### config.mk
export PLATFORM = sky130hd
export DESIGN_NAME = memory
export DESIGN_NICKNAME = d
export VERILOG_FILES = /design/src/rtl/memory.sv
export SDC_FILE = /design/constraint.sdc
export NUM_CORES = 1
export LEC_CHECK = 0
export ABC_CLOCK_PERIOD_IN_PS = 14160
export CAP_MARGIN = 0
export CORE_AREA = 2 2 193 195
export CTS_CLUSTER_SIZE = 8
export DETAILED_ROUTE_END_ITERATION = 7
export DIE_AREA = 0 0 195 197
export PLACE_DENSITY = 0.69
export SLEW_MARGIN = 20
export SYNTH_ARGS = -nofsm -noshare
export SYNTH_HDL_FRONTEND = slang
export SYNTH_SLANG_ARGS = --single-unit
export TNS_END_PERCENT = 10
### constraint.sdc
create_clock -name clk -period 14.16 [get_ports clk]
set_input_delay 2.124 -clock clk [delete_from_list [all_inputs] [get_ports clk]]
set_output_delay 2.124 -clock clk [all_outputs]
set_load 0.03 [all_outputs]
### src/rtl/memory.sv
// memory: load/store stage between execute and writeback.
// Issues one access at a time on a req/ack bus, aligns and extends load data,
// and forwards the control bundle to writeback.
// Optional feature macro: MEMORY_MISALIGNED_EXCEPTION_EN (misaligned half/word
// accesses raise an exception instead of going to the bus).
//
// Bus handshake: mem_req rises on the issue edge and, together with mem_addr,
// mem_we, mem_wdata and mem_byte_enable, stays constant up to and including
// the cycle in which mem_ack is high; mem_rdata is sampled only in that cycle.
// Only one access is ever outstanding.
module memory (
  input  logic        clk,
  input  logic        reset,
  input  logic [31:0] pc_in,
  input  logic [31:0] next_pc_in,
  input  logic [31:0] alu_data_in,
  input  logic [31:0] rs2_data_in,
  input  logic [31:0] csr_data_in,
  input  logic        branch_taken_in,
  input  logic        load_in,
  input  logic        store_in,
  input  logic        load_signed_in,
  input  logic        csr_write_in,
  input  logic        mret_in,
  input  logic        wfi_in,
  input  logic        valid_in,
  input  logic        exception_in,
  input  logic [1:0]  load_store_size_in,
  input  logic [1:0]  write_select_in,
  input  logic [4:0]  rd_address_in,
  input  logic [11:0] csr_address_in,
  input  logic [3:0]  ecause_in,
  input  logic        stall,
  input  logic        invalidate,
  output logic        mem_busy,
  output logic        mem_req,
  output logic        mem_we,
  output logic [31:0] mem_addr,
  output logic [31:0] mem_wdata,
  output logic [3:0]  mem_byte_enable,
  input  logic        mem_ack,
  input  logic [31:0] mem_rdata,
  output logic [31:0] pc_out,
  output logic [31:0] next_pc_out,
  output logic [31:0] alu_data_out,
  output logic [31:0] csr_data_out,
  output logic [31:0] load_data_out,
  output logic        branch_taken_out,
  output logic        csr_write_out,
  output logic        mret_out,
  output logic        wfi_out,
  output logic        valid_out,
  output logic        exception_out,
  output logic [1:0]  write_select_out,
  output logic [4:0]  rd_address_out,
  output logic [11:0] csr_address_out,
  output logic [3:0]  ecause_out,
  output logic [1:0]  dbg_state
);

  typedef enum logic [1:0] {
    S_IDLE  = 2'd0,
    S_WAIT  = 2'd1,
    S_DRAIN = 2'd2
  } state_t;

  state_t      r_state;
  state_t      w_state_next;
  logic        w_misaligned;
  logic        w_access;
  logic        w_retire;
  logic        w_issue;
  logic        w_pass;
  logic        w_done;
  logic        w_hold;
  logic [31:0] w_wdata;
  logic [3:0]  w_be;
  logic [31:0] w_lane;
  logic [31:0] w_load_data;
  logic        w_exc;
  logic [3:0]  w_ecause;

  // Attributes of the outstanding access needed to align the returned data.
  logic [1:0]  r_ld_off;
  logic [1:0]  r_ld_size;
  logic        r_ld_signed;
  logic        r_ld_is_load;

`ifdef MEMORY_MISALIGNED_EXCEPTION_EN
  assign w_misaligned = (load_in || store_in) &&
                        (((load_store_size_in == 2'd1) && alu_data_in[0]) ||
                         (load_store_size_in[1] && (alu_data_in[1:0] != 2'b00)));
`else
  assign w_misaligned = 1'b0;
`endif

  assign w_access = valid_in && !invalidate && !exception_in &&
                    (load_in || store_in) && !w_misaligned;
  assign w_retire = valid_in && !invalidate && !w_access;
  assign w_hold   = (r_state == S_IDLE) && stall;
  assign dbg_state = r_state;

  // An incoming exception wins; otherwise a misaligned access reports its cause.
  assign w_exc    = exception_in || w_misaligned;
  assign w_ecause = exception_in ? ecause_in :
                    (w_misaligned ? (store_in ? 4'd6 : 4'd4) : ecause_in);

  // Hazard unit must stall while an access is issuing, waiting or draining.
  assign mem_busy = ((r_state == S_IDLE) && w_access) ||
                    ((r_state == S_WAIT) && !mem_ack) ||
                    (r_state == S_DRAIN);

  // FSM state register.
  always_ff @(posedge clk or posedge reset) begin
    if (reset) r_state <= S_IDLE;
    else       r_state <= w_state_next;
  end

  // FSM next state and per-cycle action strobes.
  always_comb begin
    w_state_next = r_state;
    w_issue      = 1'b0;
    w_pass       = 1'b0;
    w_done       = 1'b0;
    case (r_state)
      S_IDLE: begin
        if (!stall) begin
          if (w_access) begin
            w_issue      = 1'b1;
            w_state_next = S_WAIT;
          end else if (w_retire) begin
            w_pass = 1'b1;
          end
        end
      end
      S_WAIT: begin
        if (mem_ack) begin
          w_done       = 1'b1;
          w_state_next = S_IDLE;
        end else if (invalidate) begin
          w_state_next = S_DRAIN;
        end
      end
      S_DRAIN: begin
        if (mem_ack) w_state_next = S_IDLE;
      end
      default: w_state_next = S_IDLE;
    endcase
  end

  // Store lane replication and byte enables; loads read the whole word.
  always_comb begin
    w_wdata = rs2_data_in;
    w_be    = 4'b1111;
    case (load_store_size_in)
      2'd0: begin
        w_wdata = {4{rs2_data_in[7:0]}};
        w_be    = 4'b0001 << alu_data_in[1:0];
      end
      2'd1: begin
        w_wdata = {2{rs2_data_in[15:0]}};
        w_be    = 4'b0011 << {alu_data_in[1], 1'b0};
      end
      default: begin
        w_wdata = rs2_data_in;
        w_be    = 4'b1111;
      end
    endcase
    if (load_in) w_be = 4'b1111;
  end

  // Shift the addressed lane down and sign/zero extend it.
  always_comb begin
    w_lane      = mem_rdata;
    w_load_data = mem_rdata;
    case (r_ld_size)
      2'd0: begin
        w_lane      = mem_rdata >> {r_ld_off, 3'b000};
        w_load_data = {{24{r_ld_signed & w_lane[7]}}, w_lane[7:0]};
      end
      2'd1: begin
        w_lane      = mem_rdata >> {r_ld_off[1], 4'b0000};
        w_load_data = {{16{r_ld_signed & w_lane[15]}}, w_lane[15:0]};
      end
      default: begin
        w_lane      = mem_rdata;
        w_load_data = mem_rdata;
      end
    endcase
  end

  // Bus request registers: set on issue, request dropped on acknowledge.
  always_ff @(posedge clk or posedge reset) begin
    if (reset) begin
      mem_req         <= 1'b0;
      mem_we          <= 1'b0;
      mem_addr        <= 32'd0;
      mem_wdata       <= 32'd0;
      mem_byte_enable <= 4'd0;
      r_ld_off        <= 2'd0;
      r_ld_size       <= 2'd0;
      r_ld_signed     <= 1'b0;
      r_ld_is_load    <= 1'b0;
    end else if (w_issue) begin
      mem_req         <= 1'b1;
      mem_we          <= store_in;
      mem_addr        <= {alu_data_in[31:2], 2'b00};
      mem_wdata       <= w_wdata;
      mem_byte_enable <= w_be;
      r_ld_off        <= alu_data_in[1:0];
      r_ld_size       <= load_store_size_in;
      r_ld_signed     <= load_signed_in;
      r_ld_is_load    <= load_in;
    end else if ((r_state != S_IDLE) && mem_ack) begin
      mem_req <= 1'b0;
    end
  end

  // Writeback registers: bundle captured on issue or pass-through, load data
  // on completion; valid_out pulses only when an instruction completes.
  always_ff @(posedge clk or posedge reset) begin
    if (reset) begin
      pc_out           <= 32'd0;
      next_pc_out      <= 32'd0;
      alu_data_out     <= 32'd0;
      csr_data_out     <= 32'd0;
      load_data_out    <= 32'd0;
      branch_taken_out <= 1'b0;
      csr_write_out    <= 1'b0;
      mret_out         <= 1'b0;
      wfi_out          <= 1'b0;
      valid_out        <= 1'b0;
      exception_out    <= 1'b0;
      write_select_out <= 2'd0;
      rd_address_out   <= 5'd0;
      csr_address_out  <= 12'd0;
      ecause_out       <= 4'd0;
    end else begin
      if (w_issue || w_pass) begin
        pc_out           <= pc_in;
        next_pc_out      <= next_pc_in;
        alu_data_out     <= alu_data_in;
        csr_data_out     <= csr_data_in;
        load_data_out    <= 32'd0;
        branch_taken_out <= branch_taken_in;
        csr_write_out    <= csr_write_in;
        mret_out         <= mret_in;
        wfi_out          <= wfi_in;
        exception_out    <= w_exc;
        write_select_out <= write_select_in;
        rd_address_out   <= rd_address_in;
        csr_address_out  <= csr_address_in;
        ecause_out       <= w_ecause;
      end
      if (w_done) begin
        load_data_out <= r_ld_is_load ? w_load_data : 32'd0;
      end
      if (!w_hold) begin
        valid_out <= w_pass || w_done;
      end
    end
  end

endmodule

==> results of run 1 <==
## metal layers
layer,track usage,share of wire
met5,0,0
met2,0.292,0.49
met1,0.208,0.40
met3,0.0575,0.082
met4,0.0800,0.034
## sequential cells by signal, indices dropped and copies added, names as in the netlist, 4 cells and up
register / cells
pc_out: 32
csr_data_out: 32
next_pc_out: 32
alu_data_out: 32
ecause_out: 4
csr_address_out: 12
mem_wdata: 32
load_data_out: 32
rd_address_out: 5
mem_byte_enable: 4
mem_addr: 30
## power by group
group	switching (uW)	internal, uW
Sequential	89.1	905
Combinational	493	402
Clock	319	497
Total	901	1800
## area by class of cell
cell class / instances / share of cell area
Clock inverter: 3 / 0.00197
Clock buffer: 41 / 0.0585
Inverter: 5 / 0.00153
Timing Repair Buffer: 496 / 0.289
Tap cell: 468 / 0.0341
Sequential cell: 265 / 0.386
Multi-Input combinational cell: 541 / 0.228
## Yosys cell counts, drive strengths merged
master	number	area, sq um
a2111oi	1	8.76
o2111ai	1	8.76
nor3	2	15.0
o31a	1	8.76
and3	1	6.26
or3	3	18.8
nand2	190	713
nor3b	2	20.0
mux2	162	1940
o21ai	59	295
or4b	1	10.0
nand3	1	5.00
a21oi	18	90.1
a21o	1	7.51
nand3b	2	18.8
nand2b	6	37.5
o22ai	1	12.5
clkbuf	15	56.3
or2	2	12.5
buf	37	282
conb	1	3.75
a32o	1	10.0
mux2i	28	280
and2	1	6.26
a31oi	3	18.8
nand4b	1	8.76
o32ai	1	8.76
nor2b	1	6.26
inv	5	18.8
a222oi	5	50.1
dfrtp	265	6630
a221oi	6	58.8
o21bai	2	15.0
a22oi	16	120
nor2	20	80.1
## per-stage QoR
step,instances,total power [uW],hold slack (ns)
finish,1819,2700,0.466
global route,1819,2830,0.496
CTS,1819,2740,0.473
detailed placement,1775,1910,0.461
global placement,1775,1890,0.457
floorplan,863,1470,0.458
## logic make-up after synthesis
family                 after synthesis
other                                1
multiplexers                       190
flip-flops                         265
buffers and inverters               57
AND/OR/NAND/NOR                    233
AO/OA/AOI/OAI                      116
## how the worst min path moves through the flow
stage,to,slack [ns],cells after the start
finish,mem_addr[24]$_DFFE_PP0P_,0.47,2
global route,alu_data_out[0]$_DFFE_PP0P_,0.50,1
CTS,mem_addr[23]$_DFFE_PP0P_,0.47,2
detailed placement,mem_addr[23]$_DFFE_PP0P_,0.46,2
global placement,mem_addr[9]$_DFFE_PP0P_,0.46,2
floorplan,r_ld_is_load$_DFFE_PP0P_,0.46,2
## worst max-delay path: cells and delay by family
kind,cells,cell delay [ns]
buf+inv,2,1.23
simple gates,2,0.69
compound gates,1,0.11
==> flow_metrics.py, run 1 <==
metrics = {
    "final_layout": {
        "fin_area_sq_um": 17200,
        "seq_area_sq_um": 6630,
        "antenna_cells": 0,
        "nFillCells": 3302,
        "fin_util": 0.473,
        "layout_common_cells": "clkdlybuf4s50_1 (490), dfrtp_1 (265), nand2_1 (190)",
        "area_growth_pct": 57.8,
        "drive_above_1_share": 0.0910,
        "layout_commonest_cell": "clkdlybuf4s50_1",
        "multi_input_area_sq_um": 3920,
        "nets": 1579,
    },
    "sta": {
        "max_freq_mhz": 159,
        "layout_setup_ws_ns": 7.87,
        "final.setup.tns_ns": 0,
        "period_share": 0.444,
        "fin_crit_ns": 6.29,
        "max_slew_margin": 0.307,
        "final.setup_skew_ns": 0.0111,
        "finalSetupViolCount": 0,
        "tightestPinTransition_ns": 1.04,
        "timing_hold_violations_final": 0,
        "maxSlewViolCount": 0,
        "rsz0062_at_grt": "no",
    },
    "worst_hold_path": {
        "hold_path.class": "register to register",
        "min_from": "mem_addr[24]$_DFFE_PP0P_",
    },
    "worst_setup_path": {
        "worst-path-max-fanout": 3,
        "endpoint_kind": "primary output",
        "ff2ff_setup_slack_ns": 11.49,
        "path_cells": "clkdlybuf4s50_1, nor3b_1, and2_1, o31a_1, clkdlybuf4s50_1",
        "r2r_cells": 4,
        "worstReg2RegStart": "dbg_state[1]$_DFFE_PP0P_",
        "crit_end": "mem_busy",
        "crit_top_cell": "clkdlybuf4s50_1",
        "r2r_end": "mem_byte_enable[2]$_DFFE_PP0P_",
        "critical_path.max_stage_delay_ns": 0.70,
        "start_kind": "input pin",
        "required_ns": 12.04,
        "critPathLaunch": "exception_in",
        "critPathSlowestCell": "clkdlybuf4s50_1",
        "cp_data_arrival_time_ns": 4.17,
        "critical_path_class": "input pin to primary output",
    },
    "floorplanning": {
        "die_w_um": 195,
        "die_y_um": 197,
        "ioPinCount": 493,
        "core_area_sq_um": 36300,
        "start_util": 0.300,
        "row_count": 70,
        "dieArea_sq_um": 38400,
    },
    "clock_tree": {
        "insertion_delay_ns": 0.53,
        "tritoncts": "built",
        "cts_hold_buf": 0,
        "cts_sinks": 265,
        "cts_buffers": 39,
        "cts_root_buf": "clkbuf_16",
        "cts_max_path_buffers": 3,
        "cts_htree_levels": 2,
        "postCtsSetupBuffers": 0,
        "cts.repair.resized": 0,
        "clk_pin_slew_ns": 0.05,
    },
    "route": {
        "vias": 8588,
        "drt_wl_total_mm": 34.2,
        "routedWlPerCell_um": 18.8,
        "ant_nets": 0,
        "drc": 0,
        "initialDrtViolationCount": 382,
        "vias_per_cell": 4.72,
        "first_pass_iters": 5,
    },
    "synth": {
        "synthMuxAreaShare": 0.204,
        "synth-simple-area-share": 0.0881,
        "yosysWarnings": 0,
        "seq_area_frac_synth": 0.609,
        "synth_compound_area_frac": 0.0655,
        "synth_area_sq_um": 10900,
        "synth_top_family_by_area": "multiplexers",
        "ys_seq_elements": 265,
        "ys_types": 47,
        "synth_cells": 862,
        "synthAdderAreaFrac": 0,
        "synthXorXnorAreaFrac": 0,
        "avgSynthCellArea_sq_um": 12.6,
    },
    "power": {
        "leakagePower_uw": 0.00752,
        "powerDensity_nw_per_um2": 158,
        "ir_worst_vdd_v": 0.0000883,
    },
    "global_routing": {
        "grt.overflow.total": 0,
        "grt_pass1_vias": 9176,
        "grt_pass1_wl_mm": 52.9,
        "grt_antenna_before_repair": 0,
        "grtUsageTotal": 0.176,
        "grt_max_degree": 144,
    },
    "place": {
        "hpwl_mm": 24.5,
        "post-place-ws_ns": 7.88,
        "placed_area_sq_um": 16100,
        "port_buffers": 490,
        "routabilityCongestion": 0.787,
    },
    "status": {
        "status": "completed",
    },
    "run": {
        "max-cap-violations": 0,
    },
}
No activity file was read; power rests on OpenSTA's default activity.
==> inputs of run 2 (changes only) <==
ABC_CLOCK_PERIOD_IN_PS = 5350   (was 14160)
CORE_AREA = 2 2 194 196   (was 2 2 193 195)
DIE_AREA = 0 0 196 198   (was 0 0 195 197)
PLACE_DENSITY = 0.71   (was 0.69)
clock period = 5.35 ns   (was 14.16 ns; I/O delays follow)
==> run 2 against run 1 <==
  * The flow now finishes with violations (design-rule violations)
  * Die area grew 1.0%
  * First-iteration DRC count grew 7.3%
  * Worst setup slack lost 6.3 ns
  * Highest routed layer is now met5
==> flow_metrics.py, run 2 (synthesis gave the netlist of run 1 again) <==
metrics = {
    "global_routing": {
        "grt_max_degree": 139,
        "grt.overflow.total": 0,
        "grt_pass1_vias": 8840,
        "grt_pass1_wl_mm": 50.5,
        "grtUsageTotal": 0.167,
        "grt_antenna_before_repair": 2,
    },
    "route": {
        "initialDrtViolationCount": 410,
        "drc": 2,
        "routedWlPerCell_um": 18.2,
        "first_pass_iters": 8,
        "drt_wl_total_mm": 33.3,
        "ant_nets": 0,
        "vias_per_cell": 4.66,
        "vias": 8521,
    },
    "sta": {
        "final.setup.tns_ns": 0,
        "tightestPinTransition_ns": 1.12,
        "layout_setup_ws_ns": 1.56,
        "period_share": 0.708,
        "max_freq_mhz": 264,
        "rsz0062_at_grt": "no",
        "final.setup_skew_ns": 0.0159,
        "fin_crit_ns": 3.79,
        "maxSlewViolCount": 0,
        "hold_ws_ns": 0.469,
        "timing_hold_violations_final": 0,
        "max_slew_margin": 0.255,
        "finalSetupViolCount": 0,
    },
    "worst_setup_path": {
        "r2r_cells": 4,
        "cp_top_family": "buffers and inverters",
        "required_ns": 4.55,
        "cp.depth": 5,
        "ff2ff_setup_slack_ns": 2.69,
        "critical_path_class": "input pin to primary output",
        "worstReg2RegStart": "dbg_state[0]$_DFFE_PP0P_",
        "critPathLaunch": "valid_in",
        "cp_data_arrival_time_ns": 2.99,
        "critical_path.max_stage_delay_ns": 0.71,
        "crit_top_cell": "clkdlybuf4s50_1",
        "critPathSlowestCell": "clkdlybuf4s50_1",
        "start_kind": "input pin",
        "crit_end": "mem_busy",
        "endpoint_kind": "primary output",
        "critPathBufInv": 2,
        "r2r_end": "pc_out[13]$_DFFE_PP0P_",
        "worst-path-max-fanout": 3,
        "path_cells": "clkdlybuf4s50_1, nor3b_1, and2_1, o31a_1, clkdlybuf4s50_1",
    },
    "clock_tree": {
        "cts_hold_buf": 0,
        "cts_root_buf": "clkbuf_16",
        "postCtsSetupBuffers": 0,
        "clk_pin_slew_ns": 0.05,
        "cts_max_path_buffers": 3,
        "cts_htree_levels": 2,
        "insertion_delay_ns": 0.53,
        "cts_buffers": 39,
        "cts_sinks": 265,
        "tritoncts": "built",
        "cts.repair.resized": 0,
    },
    "floorplanning": {
        "die_y_um": 198,
        "start_util": 0.294,
        "row_count": 71,
        "ioPinCount": 493,
        "dieArea_sq_um": 38800,
        "core_area_sq_um": 37000,
        "die_w_um": 196,
    },
    "final_layout": {
        "fin_util": 0.465,
        "antenna_cells": 0,
        "fin_area_sq_um": 17200,
        "nets": 1581,
        "nFillCells": 3380,
        "layout_commonest_cell": "clkdlybuf4s50_1",
        "layout_common_cells": "clkdlybuf4s50_1 (490), dfrtp_1 (265), nand2_1 (190)",
        "area_growth_pct": 58.0,
        "drive_above_1_share": 0.0916,
    },
    "power": {
        "leakagePower_uw": 0.00753,
        "ir_worst_vdd_v": 0.000286,
        "powerDensity_nw_per_um2": 416,
    },
    "worst_hold_path": {
        "hold_path.class": "register to register",
    },
    "status": {
        "violations": "design-rule violations",
        "status": "finished with violations",
    },
    "place": {
        "post-place-ws_ns": 1.59,
        "placed_area_sq_um": 16200,
        "port_buffers": 490,
        "hpwl_mm": 24.0,
        "routabilityCongestion": 0.765,
    },
    "run": {
        "max-cap-violations": 0,
    },
}
-- run 2: changes by cell type in the layout (fill, tap and decap cells not counted), sizes merged --
cell      change
inv           -1
buf           +2
clkinvlp      +1
-- run 2: worst min path at each step --
stage,startpoint,end,slack (ns),cells after the start
6_report,mem_addr[15]$_DFFE_PP0P_,mem_addr[15]$_DFFE_PP0P_,0.47,2
2_1_floorplan,r_ld_is_load$_DFFE_PP0P_,r_ld_is_load$_DFFE_PP0P_,0.46,2
4_1_cts,mem_addr[26]$_DFFE_PP0P_,mem_addr[26]$_DFFE_PP0P_,0.47,2
3_3_place_gp,mem_addr[3]$_DFFE_PP0P_,mem_addr[3]$_DFFE_PP0P_,0.46,2
3_5_place_dp,mem_wdata[0]$_DFFE_PP0P_,mem_wdata[0]$_DFFE_PP0P_,0.46,2
5_1_grt,pc_out[15]$_DFFE_PP0P_,pc_out[15]$_DFFE_PP0P_,0.49,1
-- run 2: where the power goes --
group | internal [uW] | leakage (uW) | switching [uW]
logic | 1070 | 0.00376 | 1300
registers | 2390 | 0.00326 | 233
clock network | 1310 | 0.000510 | 840
total | 4770 | 0.00753 | 2370
-- run 2: per-layer routing --
layer	routed length [um]	global-route usage	vias to the layer above
li1	-	-	3922
met1	13700	0.208	4205
met2	16100	0.272	326
met3	2480	0.0467	66
met4	1020	0.0713	2
met5	13	0	-
-- run 2: worst min-delay path, stage by stage (launching register included) --
cell	delay [ns]
dfrtp_1	0.33
nand2_1	0.05
nand2_1	0.05
-- run 2: final cells by class --
type                    count  area (sq um)  area share
clock inverters             3          33.8     0.00196
multi-input cells         541          3920       0.228
clock buffers              41          1000      0.0584
repair buffers            498          4990       0.290
well taps                 474           593      0.0345
flip-flops and latches    265          6630       0.386
inverters                   5          22.5     0.00131
-- run 2: through the flow --
step | cells | total power (uW)
6_report | 1827 | 7150
5_1_grt | 1827 | 7470
4_1_cts | 1827 | 7250
3_5_place_dp | 1783 | 5030
3_3_place_gp | 1783 | 4990
2_1_floorplan | 863 | 3890
==> inputs of run 3 (changes only) <==
ABC_CLOCK_PERIOD_IN_PS = 3550   (was 5350)
CORE_AREA = 2 2 190 192   (was 2 2 194 196)
DIE_AREA = 0 0 192 194   (was 0 0 196 198)
clock period = 3.55 ns   (was 5.35 ns; I/O delays follow)
==> run 3 against run 2 <==
  * Critical path depth stayed put
  * Sequential power is 51% higher
  * Utilization is 3.0 points higher
  * Clock power is 55% higher
  * Worst setup slack worse by 0.91 ns
  * Critical endpoint unchanged
  * Sequential cell count stayed put
  * Non-clock buffer count is 17 higher
  * The flow now finishes without violations
  * First-iteration DRC count is 15% lower
==> flow_metrics.py, run 3 (synthesis gave the netlist of run 1 again) <==
metrics = {
    "status": {
        "status": "completed",
    },
    "sta": {
        "final.setup_skew_ns": 0.0220,
        "rsz0062_at_grt": "no",
        "max_slew_margin": 0.512,
        "timing_hold_violations_final": 0,
        "finalSetupViolCount": 0,
        "fin_crit_ns": 2.89,
        "final.setup.tns_ns": 0,
        "tightestPinTransition_ns": 0.731,
        "max_freq_mhz": 346,
        "period_share": 0.815,
        "maxSlewViolCount": 0,
    },
    "global_routing": {
        "grt_pass1_wl_mm": 54.2,
        "grt_pass1_vias": 9088,
        "grt_antenna_before_repair": 1,
        "grt.overflow.total": 0,
        "grt_max_degree": 82,
        "grtUsageTotal": 0.189,
    },
    "worst_setup_path": {
        "endpoint_kind": "primary output",
        "critical_path_class": "input pin to primary output",
        "cp_data_arrival_time_ns": 2.36,
        "required_ns": 3.02,
        "start_kind": "input pin",
        "worst-path-max-fanout": 3,
    },
    "route": {
        "drc": 0,
        "first_pass_iters": 8,
        "ant_nets": 0,
        "routedWlPerCell_um": 19.3,
        "initialDrtViolationCount": 350,
        "vias": 8646,
        "drt_wl_total_mm": 35.3,
        "vias_per_cell": 4.71,
    },
    "place": {
        "port_buffers": 490,
        "dp.cells": 1787,
        "routabilityCongestion": 0.787,
        "hpwl_mm": 26.3,
    },
    "final_layout": {
        "layout_commonest_cell": "clkdlybuf4s50_1",
        "layout_common_cells": "clkdlybuf4s50_1 (490), dfrtp_1 (265), nand2_1 (190)",
        "area_growth_pct": 60.4,
        "nets": 1598,
        "fin_util": 0.495,
        "fin_cells": 1834,
        "drive_above_1_share": 0.103,
        "nFillCells": 3158,
    },
    "clock_tree": {
        "cts.repair.resized": 0,
        "cts_max_path_buffers": 3,
        "cts_root_buf": "clkbuf_16",
        "postCtsSetupBuffers": 0,
        "cts_htree_levels": 2,
        "clk_pin_slew_ns": 0.05,
        "cts_sinks": 265,
        "cts_buffers": 39,
        "insertion_delay_ns": 0.54,
        "cts_hold_buf": 0,
        "tritoncts": "built",
    },
    "floorplanning": {
        "start_util": 0.309,
        "core_area_sq_um": 35200,
        "die_w_um": 192,
        "die_y_um": 194,
        "row_count": 69,
        "ioPinCount": 493,
        "dieArea_sq_um": 37200,
    },
    "run": {
        "max-cap-violations": 0,
    },
    "worst_hold_path": {
        "hold_path.class": "input pin to asynchronous set/reset pin",
    },
    "power": {
        "powerDensity_nw_per_um2": 625,
        "leakagePower_uw": 0.00767,
        "power_uw": 10900,
        "ir_worst_vdd_v": 0.000450,
    },
}
## run 3: changes by cell type in the layout (fill, tap and decap cells not counted), sizes merged
| cell | previous run | this run |
|---|---|---|
| bufinv | 0 | 1 |
| buf | 8 | 25 |
| clkinv | 2 | 1 |
| diode | 0 | 1 |
| clkbuf | 41 | 43 |
## run 3: final cells by class
| cell class | instances | area (sq um) | area share |
|---|---|---|---|
| Antenna cell | 1 | 2.50 | 0.000143 |
| Inverter | 5 | 22.5 | 0.00129 |
| Multi-Input combinational cell | 541 | 3920 | 0.225 |
| Tap cell | 461 | 577 | 0.0331 |
| Sequential cell | 265 | 6630 | 0.380 |
| Timing Repair Buffer | 515 | 5230 | 0.300 |
| Clock buffer | 43 | 1010 | 0.0580 |
| Clock inverter | 3 | 55.1 | 0.00315 |
## run 3: through the flow
| step | hold slack, ns | instance area [sq um] | setup WS (ns) |
|---|---|---|---|
| floorplan | 0.458 | 10900 | -0.480 |
| global placement | 0.457 | 16400 | 0.625 |
| detailed placement | 0.461 | 16400 | 0.651 |
| CTS | 0.339 | 17400 | 0.651 |
| global route | 0.372 | 17400 | 0.609 |
| finish | 0.376 | 17500 | 0.656 |
## run 3: path summary, 6_finish.rpt
path	from	end	slack (ns)	cells past startpoint
setup / recovery	store_in	mem_busy	0.66	5
hold / removal	reset	next_pc_out[19]$_DFFE_PP0P_	0.38	2
setup reg to reg	dbg_state[1]$_DFFE_PP0P_	pc_out[25]$_DFFE_PP0P_	1.15	4
hold reg to reg	mem_addr[20]$_DFFE_PP0P_	mem_addr[20]$_DFFE_PP0P_	0.47	2
max in group asynchronous	reset	mem_wdata[9]$_DFFE_PP0P_	2.35	3
min in group clk	mem_addr[20]$_DFFE_PP0P_	mem_addr[20]$_DFFE_PP0P_	0.47	2
## run 3: report_power, final
| part | internal, uW | switching (uW) | total (uW) |
|---|---|---|---|
| logic | 1630 | 1980 | 3610 |
| clock network | 2060 | 1270 | 3330 |
| registers | 3610 | 364 | 3970 |
## run 3: routing by layer
layer | track usage | share of wire | routed length [um]
met3 | 0.0548 | 0.082 | 2910
met5 | 0 | 0 | 0
met2 | 0.315 | 0.49 | 17200
met4 | 0.0741 | 0.030 | 1070
met1 | 0.231 | 0.40 | 14100
## run 3: critical path, stage by stage
cell	delay [ns]
clkdlybuf4s50_1	0.47
or2_2	0.34
and2_1	0.16
o31a_1	0.24
clkdlybuf4s50_1	0.61
